===== config.mk =====
export PLATFORM = sky130hd
export DESIGN_NAME = axi_ram_rd_arb
export DESIGN_NICKNAME = d
export VERILOG_FILES = /design/src/rtl/axi_ram_rd_arb.sv
export SDC_FILE = /design/constraint.sdc
export NUM_CORES = 1
export LEC_CHECK = 0
export CELL_PAD_IN_SITES_DETAIL_PLACEMENT = 1
export CELL_PAD_IN_SITES_GLOBAL_PLACEMENT = 1
export CORE_ASPECT_RATIO = 1.25
export CORE_MARGIN = 3
export CORE_UTILIZATION = 23
export CTS_CLUSTER_SIZE = 24
export DETAILED_ROUTE_END_ITERATION = 16
export PLACE_DENSITY_LB_ADDON = 0.3
export SYNTH_ARGS = -nofsm -noshare
export SYNTH_HDL_FRONTEND = slang
export SYNTH_SLANG_ARGS = --single-unit

===== constraint.sdc =====
create_clock -name clk -period 2.6 [get_ports clk]
set_clock_uncertainty 0.2 [all_clocks]
set_input_delay 0.52 -clock clk [delete_from_list [all_inputs] [get_ports clk]]
set_output_delay 0.52 -clock clk [all_outputs]
set_load 0.02 [all_outputs]

===== src/rtl/axi_ram_rd_arb.sv =====
// Two-requester read arbiter that issues one AXI INCR read burst at a time to a RAM slave.
// Define AXI_RAM_RD_ARB_FIXED_PRIO_EN to give port 0 fixed priority instead of round-robin.
module axi_ram_rd_arb #(
  parameter int DATA_WIDTH = 32,
  parameter int ADDR_WIDTH = 16,
  parameter int ID_WIDTH   = 8
) (
  input  logic                  clk,
  input  logic                  rst,
  input  logic                  s0_req_valid,
  input  logic [ADDR_WIDTH-1:0] s0_req_addr,
  input  logic [7:0]            s0_req_len,
  output logic                  s0_req_ready,
  output logic [DATA_WIDTH-1:0] s0_rdata,
  output logic                  s0_rlast,
  output logic                  s0_rvalid,
  input  logic                  s0_rready,
  input  logic                  s1_req_valid,
  input  logic [ADDR_WIDTH-1:0] s1_req_addr,
  input  logic [7:0]            s1_req_len,
  output logic                  s1_req_ready,
  output logic [DATA_WIDTH-1:0] s1_rdata,
  output logic                  s1_rlast,
  output logic                  s1_rvalid,
  input  logic                  s1_rready,
  output logic [ID_WIDTH-1:0]   m_axi_arid,
  output logic [ADDR_WIDTH-1:0] m_axi_araddr,
  output logic [7:0]            m_axi_arlen,
  output logic [2:0]            m_axi_arsize,
  output logic [1:0]            m_axi_arburst,
  output logic                  m_axi_arvalid,
  input  logic                  m_axi_arready,
  input  logic [DATA_WIDTH-1:0] m_axi_rdata,
  input  logic                  m_axi_rlast,
  input  logic                  m_axi_rvalid,
  output logic                  m_axi_rready,
  output logic                  len_err
);

  typedef enum logic [1:0] {IDLE, ADDR, DATA} state_e;

  state_e                state_q, state_d;
  logic [ADDR_WIDTH-1:0] addr_q, addr_d;
  logic [7:0]            len_q, len_d;
  logic [7:0]            count_q, count_d;
  logic                  gnt_q, gnt_d;
  logic                  lenErr_q, lenErr_d;
  logic                  gntSel;
  logic                  reqHs;
  logic                  rReadySel;
  logic                  rHs;

`ifndef AXI_RAM_RD_ARB_FIXED_PRIO_EN
  logic                  last_q, last_d;
`endif

  // Winner among simultaneous requests; a lone requester always wins.
  always_comb begin
    gntSel = 1'b0;
    if (s0_req_valid && s1_req_valid) begin
`ifdef AXI_RAM_RD_ARB_FIXED_PRIO_EN
      gntSel = 1'b0;
`else
      gntSel = ~last_q;
`endif
    end else if (s1_req_valid) begin
      gntSel = 1'b1;
    end
  end

  assign reqHs     = (state_q == IDLE) && (s0_req_valid || s1_req_valid);
  assign rReadySel = gnt_q ? s1_rready : s0_rready;
  assign rHs       = (state_q == DATA) && m_axi_rvalid && rReadySel;

  always_ff @(posedge clk or posedge rst) begin
    if (rst) begin
      state_q <= IDLE;
    end else begin
      state_q <= state_d;
    end
  end

  always_comb begin
    state_d = state_q;
    case (state_q)
      IDLE:    if (reqHs) state_d = ADDR;
      ADDR:    if (m_axi_arready) state_d = DATA;
      DATA:    if (rHs && m_axi_rlast) state_d = IDLE;
      default: state_d = IDLE;
    endcase
  end

  // Request ready is masked by reset so a held req_valid cannot be acknowledged while in reset.
  always_comb begin
    s0_req_ready  = reqHs && !gntSel && !rst;
    s1_req_ready  = reqHs && gntSel && !rst;
    m_axi_arvalid = (state_q == ADDR);
    m_axi_rready  = (state_q == DATA) && rReadySel;
    s0_rvalid     = (state_q == DATA) && !gnt_q && m_axi_rvalid;
    s1_rvalid     = (state_q == DATA) && gnt_q && m_axi_rvalid;
  end

  assign m_axi_arid    = ID_WIDTH'(gnt_q);
  assign m_axi_araddr  = addr_q;
  assign m_axi_arlen   = len_q;
  assign m_axi_arsize  = 3'($clog2(DATA_WIDTH / 8));
  assign m_axi_arburst = 2'b01;
  assign s0_rdata      = m_axi_rdata;
  assign s1_rdata      = m_axi_rdata;
  assign s0_rlast      = m_axi_rlast;
  assign s1_rlast      = m_axi_rlast;
  assign len_err       = lenErr_q;

  // A length mismatch is flagged on either an early rlast or a missing one at the expected last beat.
  always_comb begin
    addr_d   = addr_q;
    len_d    = len_q;
    gnt_d    = gnt_q;
    count_d  = count_q;
    lenErr_d = 1'b0;
`ifndef AXI_RAM_RD_ARB_FIXED_PRIO_EN
    last_d   = last_q;
`endif
    if (reqHs) begin
      addr_d  = gntSel ? s1_req_addr : s0_req_addr;
      len_d   = gntSel ? s1_req_len : s0_req_len;
      gnt_d   = gntSel;
      count_d = 8'd0;
    end
    if (rHs) begin
      lenErr_d = (m_axi_rlast && (count_q != len_q)) || (!m_axi_rlast && (count_q == len_q));
      if (m_axi_rlast) begin
        count_d = 8'd0;
`ifndef AXI_RAM_RD_ARB_FIXED_PRIO_EN
        last_d  = gnt_q;
`endif
      end else begin
        count_d = count_q + 8'd1;
      end
    end
  end

  always_ff @(posedge clk or posedge rst) begin
    if (rst) begin
      addr_q   <= '0;
      len_q    <= 8'd0;
      gnt_q    <= 1'b0;
      count_q  <= 8'd0;
      lenErr_q <= 1'b0;
`ifndef AXI_RAM_RD_ARB_FIXED_PRIO_EN
      last_q   <= 1'b1;
`endif
    end else begin
      addr_q   <= addr_d;
      len_q    <= len_d;
      gnt_q    <= gnt_d;
      count_q  <= count_d;
      lenErr_q <= lenErr_d;
`ifndef AXI_RAM_RD_ARB_FIXED_PRIO_EN
      last_q   <= last_d;
`endif
    end
  end

endmodule


==> results of run 1 <==
-- power breakdown --
| group | total, mW | leakage [nW] | switching [mW] | internal (mW) |
|---|---|---|---|---|
| clock network | 0.801 | 0.0938 | 0.253 | 0.548 |
| registers | 0.989 | 0.465 | 0.184 | 0.805 |
| logic | 1.68 | 0.852 | 0.837 | 0.843 |
| total | 3.47 | 1.41 | 1.27 | 2.20 |
-- sequential cells by signal (all words and copies together), names as in the netlist --
| register | cells |
|---|---|
| len_err | 1 |
| m_axi_araddr | 16 |
| gnt_q | 1 |
| m_axi_arlen | 8 |
| state_q | 2 |
| count_q | 8 |
| last_q | 1 |
-- placed cells by master (no fill, tap or decap), drive strengths merged, types with 4 or more instances in the layout --
master,netlist,final
clkdlybuf4s50,0,85
or3,6,6
clkbuf,5,5
buf,84,13
o21ai,11,11
a221o,24,24
nand3,4,4
and3,26,26
conb,2,12
nand2,7,7
xnor2,8,8
a21oi,5,5
dfrtp,36,36
nor2,5,5
-- worst max-delay path by stage --
stage	to	slack, ps	cells after the start
after floorplan	s1_req_ready	170	2
after global placement	s0_req_ready	-270	5
after detailed placement	s1_req_ready	-280	4
after CTS	s0_rvalid	30	4
after global routing	s0_req_ready	3	5
final	s1_req_ready	80	4
-- per-layer routing --
layer / vias up / wire length (um) / GRT usage [%]
met5: - / 0 / 0
met4: 0 / 289 / 6.41
met3: 35 / 453 / 2.65
met2: 63 / 3830 / 21.9
met1: 913 / 2990 / 13.6
li1: 867 / - / -
-- cells by family (layout without fill, tap and decap cells) --
logic type	count (synthesis)	count (layout)	synth area share, %
simple gates	60	60	14.3
buf+inv	93	115	27.4
fa+ha+maj	1	1	0.513
other cells	2	13	0.308
xor+xnor	9	9	3.23
flops	37	37	38.0
mux	4	4	1.74
compound gates	44	44	14.5
-- metrics by stage --
step / TNS [ps] / utilization, % / power (mW)
finish: 0 / 31.4 / 3.47
global route: 0 / 31.4 / 3.67
detailed placement: -906 / 29.5 / 2.72
global placement: -1140 / 29.5 / 2.69
CTS: 0 / 31.4 / 3.55
floorplan: 0 / - / 2.06
-- what timing repair did --
item	CTS	global route
hold buffers	0	0
resized for setup	5	2
endpoints found under the setup margin	4	2
setup buffers	0	0
endpoints found under the hold margin	0	0
-- critical path, cell delays in order --
cell             delay (ps)
clkdlybuf4s50_1         500
a21boi_4                250
and3_1                  190
dlygate4sd2_1           330
-- final cells by class --
type                       count  area (um2)
inverter                       4        15.0
tap                          129         161
clock inverter                 3        65.1
fill                        1126        7000
multi-input combinational    130         901
antenna                        1        2.50
sequential                    37         927
timing repair buffer         103        1010
clock buffer                   5         125
==> impl_metrics.ini, run 1 <==
[placed_design]
dp_hpwl_um = 5610
dp_slack_ps = -278
port_buffers = 90
placed_cell_area_mm2 = 0.00301
gp_congestion = 0.753
dp_cells = 403

[timing]
rsz0062_at_grt = false
finalCritPeriodShare_pct = 96.9
slew_headroom_pct = 65.8
finalHoldViolCount = 0
fmax_ghz = 0.397
holdWs_ps = 315
fin_ws_ps = 80.5
fin_crit_ps = 2520
setup_viol = 0
worst_pin_slew_ps = 513
slew_violations = 0

[route]
vias = 1878
wire_per_inst_um = 18.4
postRouteAntennaNets = 0
dr.first_iter.drc_count = 52
drc = 0
drt-pass1-iter-count = 4
viasPerCell = 4.56
totalWireLength_um = 7570

[synthesis]
ys_ff_latch = 37
synth_edf_count = 0
synth_top_area_share_pct = 36.9
synth-seq-area-share_pct = 38.0
ys_types = 35
ys_warn_count = 0
syn-cell-area_mm2 = 0.00244
synth.most_common_cell = buf_4
syn_avg_cell_area_um2 = 9.76
async_reset_ff_share_pct = 100
ys.flop_type = dfrtp_1
synth_common_cells = buf_4 (81), dfrtp_1 (36), and3_1 (26)
yosys-top-cells-area = dfrtp_1 (37%), buf_4 (25%), a221o_1 (9.8%), and3_1 (6.7%), xnor2_1 (2.9%)
synth_top_cell_by_area = dfrtp_1
synthCells = 250

[floorplan]
die_w_um = 98.1
row_count = 41
coreArea_mm2 = 0.0102
pin_count = 199
start_util_pct = 23.9
die-area_mm2 = 0.0119
die_height_um = 121

[hold_path]
hp-start = m_axi_araddr[11]
hold_depth = 1
hold_path_class = reg2reg
holdPathEnd = m_axi_araddr[11]

[power]
peakVddDrop_v = 0.000441
p_leak_nw = 1.41
powerDensity_mw_per_mm2 = 1080

[clock_network]
cts_tree = built
cts-htree-levels = 2
numCtsBuffers = 5
clockRootBuffer = clkbuf_16
clock-sinks = 37
worst_skew_pair.late_latency_ps = 280
clk_pin_slew_ps = 60
ctsLongestPathBuffers = 2

[layout]
drive_gt1_share_pct = 9.93
final_nets = 371
design_area_mm2 = 0.00321
layoutNonFillerInstCount = 412
area_delta_synth_final_pct = 31.4

[worst_setup_path]
path_max_fanout = 4
crit_type = in2out
reg2reg_depth = 6
crit_start = s0_req_valid
required_ps = 1880
reg2reg_slack_ps = 600
end_kind = primary output
startpoint_type = input port
r2r-start = state_q[0]
r2r_end = count_q[7]
arrival_ps = 1800

[grt]
grt_usage_pct = 12.3
grt_pass1_wl_um = 11300
antenna_found_initial = 0
overflow = 0
grt_max_degree = 38
grt_pass1_vias = 2038

[status]
status = completed

[flow_run]
cap_viol_max_count = 0
(Power assumes the default switching activity.)
==> run 2: changes to the inputs <==
Settings changed: SKIP_LAST_GASP set to 1.
Clock period 2.6 ns to 2.5 ns, I/O delays scaled along.
==> run 2 against run 1 <==
Against the previous run: hold slack worse by 2.5 ps; register-to-register slack lost 60 ps; sequential share of layout area is 0.12 points higher; combinational power up 5%; sequential power grew 5%; via count is 0.32% higher; final cell count up 0.97%; count of clock-buffer cells in the layout up 2.
==> impl_metrics.ini, run 2 (synthesis results as in run 1) <==
[floorplan]
coreArea_mm2 = 0.0102
row_count = 41
die_height_um = 121
die-area_mm2 = 0.0119
start_util_pct = 23.9
pin_count = 199
die_w_um = 98.1

[worst_setup_path]
reg2reg_depth = 6
path_max_fanout = 3
required_ps = 1800
end_kind = primary output
r2r_end = m_axi_araddr[13]
crit_type = in2out
r2r-start = state_q[0]
startpoint_type = input port
reg2reg_slack_ps = 540
arrival_ps = 1760

[clock_network]
cts_tree = built
clockRootBuffer = clkbuf_16
clock-sinks = 37
clk_pin_slew_ps = 60
cts-htree-levels = 2
worst_skew_pair.late_latency_ps = 280
ctsLongestPathBuffers = 2
numCtsBuffers = 5

[power]
p_leak_nw = 1.40
combPwrFrac_pct = 50.8
peakVddDrop_v = 0.000358
p_int_mw = 2.16
swShare_pct = 37.6
p_clk_share_pct = 19.1
powerDensity_mw_per_mm2 = 1080
p_switching_mw = 1.30
seqPwrFrac_pct = 30.0

[flow_run]
cap_viol_max_count = 0

[timing]
slew_violations = 0
finalHoldViolCount = 0
holdWs_ps = 313
finalCritPeriodShare_pct = 98.5
rsz0062_at_grt = false
setup_viol = 0
fmax_ghz = 0.406
slew_headroom_pct = 65.2
fin_crit_ps = 2460
worst_pin_slew_ps = 521

[grt]
antenna_found_initial = 0
grt_pass1_wl_um = 11100
grt_usage_pct = 12.2
grt_pass1_vias = 2019
overflow = 0
grt_max_degree = 38

[placed_design]
dp_cells = 408
port_buffers = 90
gp_congestion = 0.803
dp_hpwl_um = 5680

[layout]
layout_commonest_cell = clkdlybuf4s50_1
fill_cells = 1133
area_delta_synth_final_pct = 30.9
layoutNonFillerInstCount = 416
final_nets = 376
drive_gt1_share_pct = 12.2
insertedDiodeCount = 0
largest_register_ffs = 16
layout_common_cells = clkdlybuf4s50_1 (85), dfrtp_1 (36), and3_1 (26), a221o_1 (24), buf_4 (18)

[route]
dr.first_iter.drc_count = 57
viasPerCell = 4.53
drt-pass1-iter-count = 4
totalWireLength_um = 7390
postRouteAntennaNets = 0
vias = 1884
wire_per_inst_um = 17.8
drc = 0

[hold_path]
hold_depth = 1
hold_path_class = reg2reg
hp-start = m_axi_araddr[9]
holdPathEnd = m_axi_araddr[9]

[status]
status = completed
## run 2: cell types whose count changed in the layout (fill, tap and decap cells not counted)
cell	delta
buf_12	-1
dlymetal6s2s_1	-1
clkdlybuf4s15_1	-1
clkbuf_8	+2
dlygate4sd2_1	+1
diode_2	-1
clkbuf_2	+1
nor3_1	-1
buf_4	+6
nor3_2	+1
bufinv_16	-2
## run 2: repair_timing
item,in CTS,in global routing
resized for setup,6,4
hold buffers,0,0
setup buffers,0,0
endpoints found under the hold margin,0,0
setup endpoints to repair,5,1
## run 2: routing by layer
layer	wire length [um]	track usage [%]
met5	0	0
met4	321	6.75
met2	3630	20.4
met3	439	2.88
met1	3000	14.4
## run 2: worst max-delay path by stage
stage                       from            to  slack, ps  cells after the start
floorplan                    rst  s1_req_ready        110                      2
finish              s1_req_valid  s1_req_ready         40                      4
global placement    s1_req_valid  s0_req_ready       -340                      5
CTS                 s0_req_valid  s0_req_ready        -70                      5
detailed placement  s0_req_valid  s0_req_ready       -340                      5
global route        s0_req_valid  s1_req_ready          6                      4
## run 2: worst max-delay path, stage by stage
cell	delay (ps)
clkdlybuf4s50_1	500
a21boi_4	230
and3_1	190
dlygate4sd2_1	340
## run 2: per-stage QoR
stage | setup TNS [ps] | setup WS, ps | power (mW) | instance area (um2) | utilization [%]
6_report | 0 | 36.8 | 3.46 | 3190 | 31.3
3_3_place_gp | -3240 | -344 | 2.83 | 3030 | 29.7
4_1_cts | -71.5 | -71.5 | 3.52 | 3190 | 31.3
2_1_floorplan | 0 | 110 | 2.15 | 2480 | -
3_5_place_dp | -3240 | -342 | 2.84 | 3030 | 29.7
5_1_grt | 0 | 6.47 | 3.68 | 3190 | 31.3
## run 2: cell type report
| class | count | area [um2] | share of cell area (%) |
|---|---|---|---|
| Clock buffer | 7 | 153 | 4.78 |
| Clock inverter | 1 | 5.00 | 0.157 |
| Inverter | 4 | 15.0 | 0.470 |
| Multi-Input combinational cell | 130 | 906 | 28.4 |
| Sequential cell | 37 | 927 | 29.0 |
| Tap cell | 129 | 161 | 5.05 |
| Timing Repair Buffer | 108 | 1030 | 32.1 |
## run 2: power by group through the flow
stage	Clock, mW	Sequential, mW	Combinational, mW
after global placement	0	1.05	1.78
after global routing	0.711	1.08	1.89
after CTS	0.690	1.04	1.79
after detailed placement	0	1.04	1.79
final	0.662	1.04	1.76
after floorplan	0	1.24	0.901
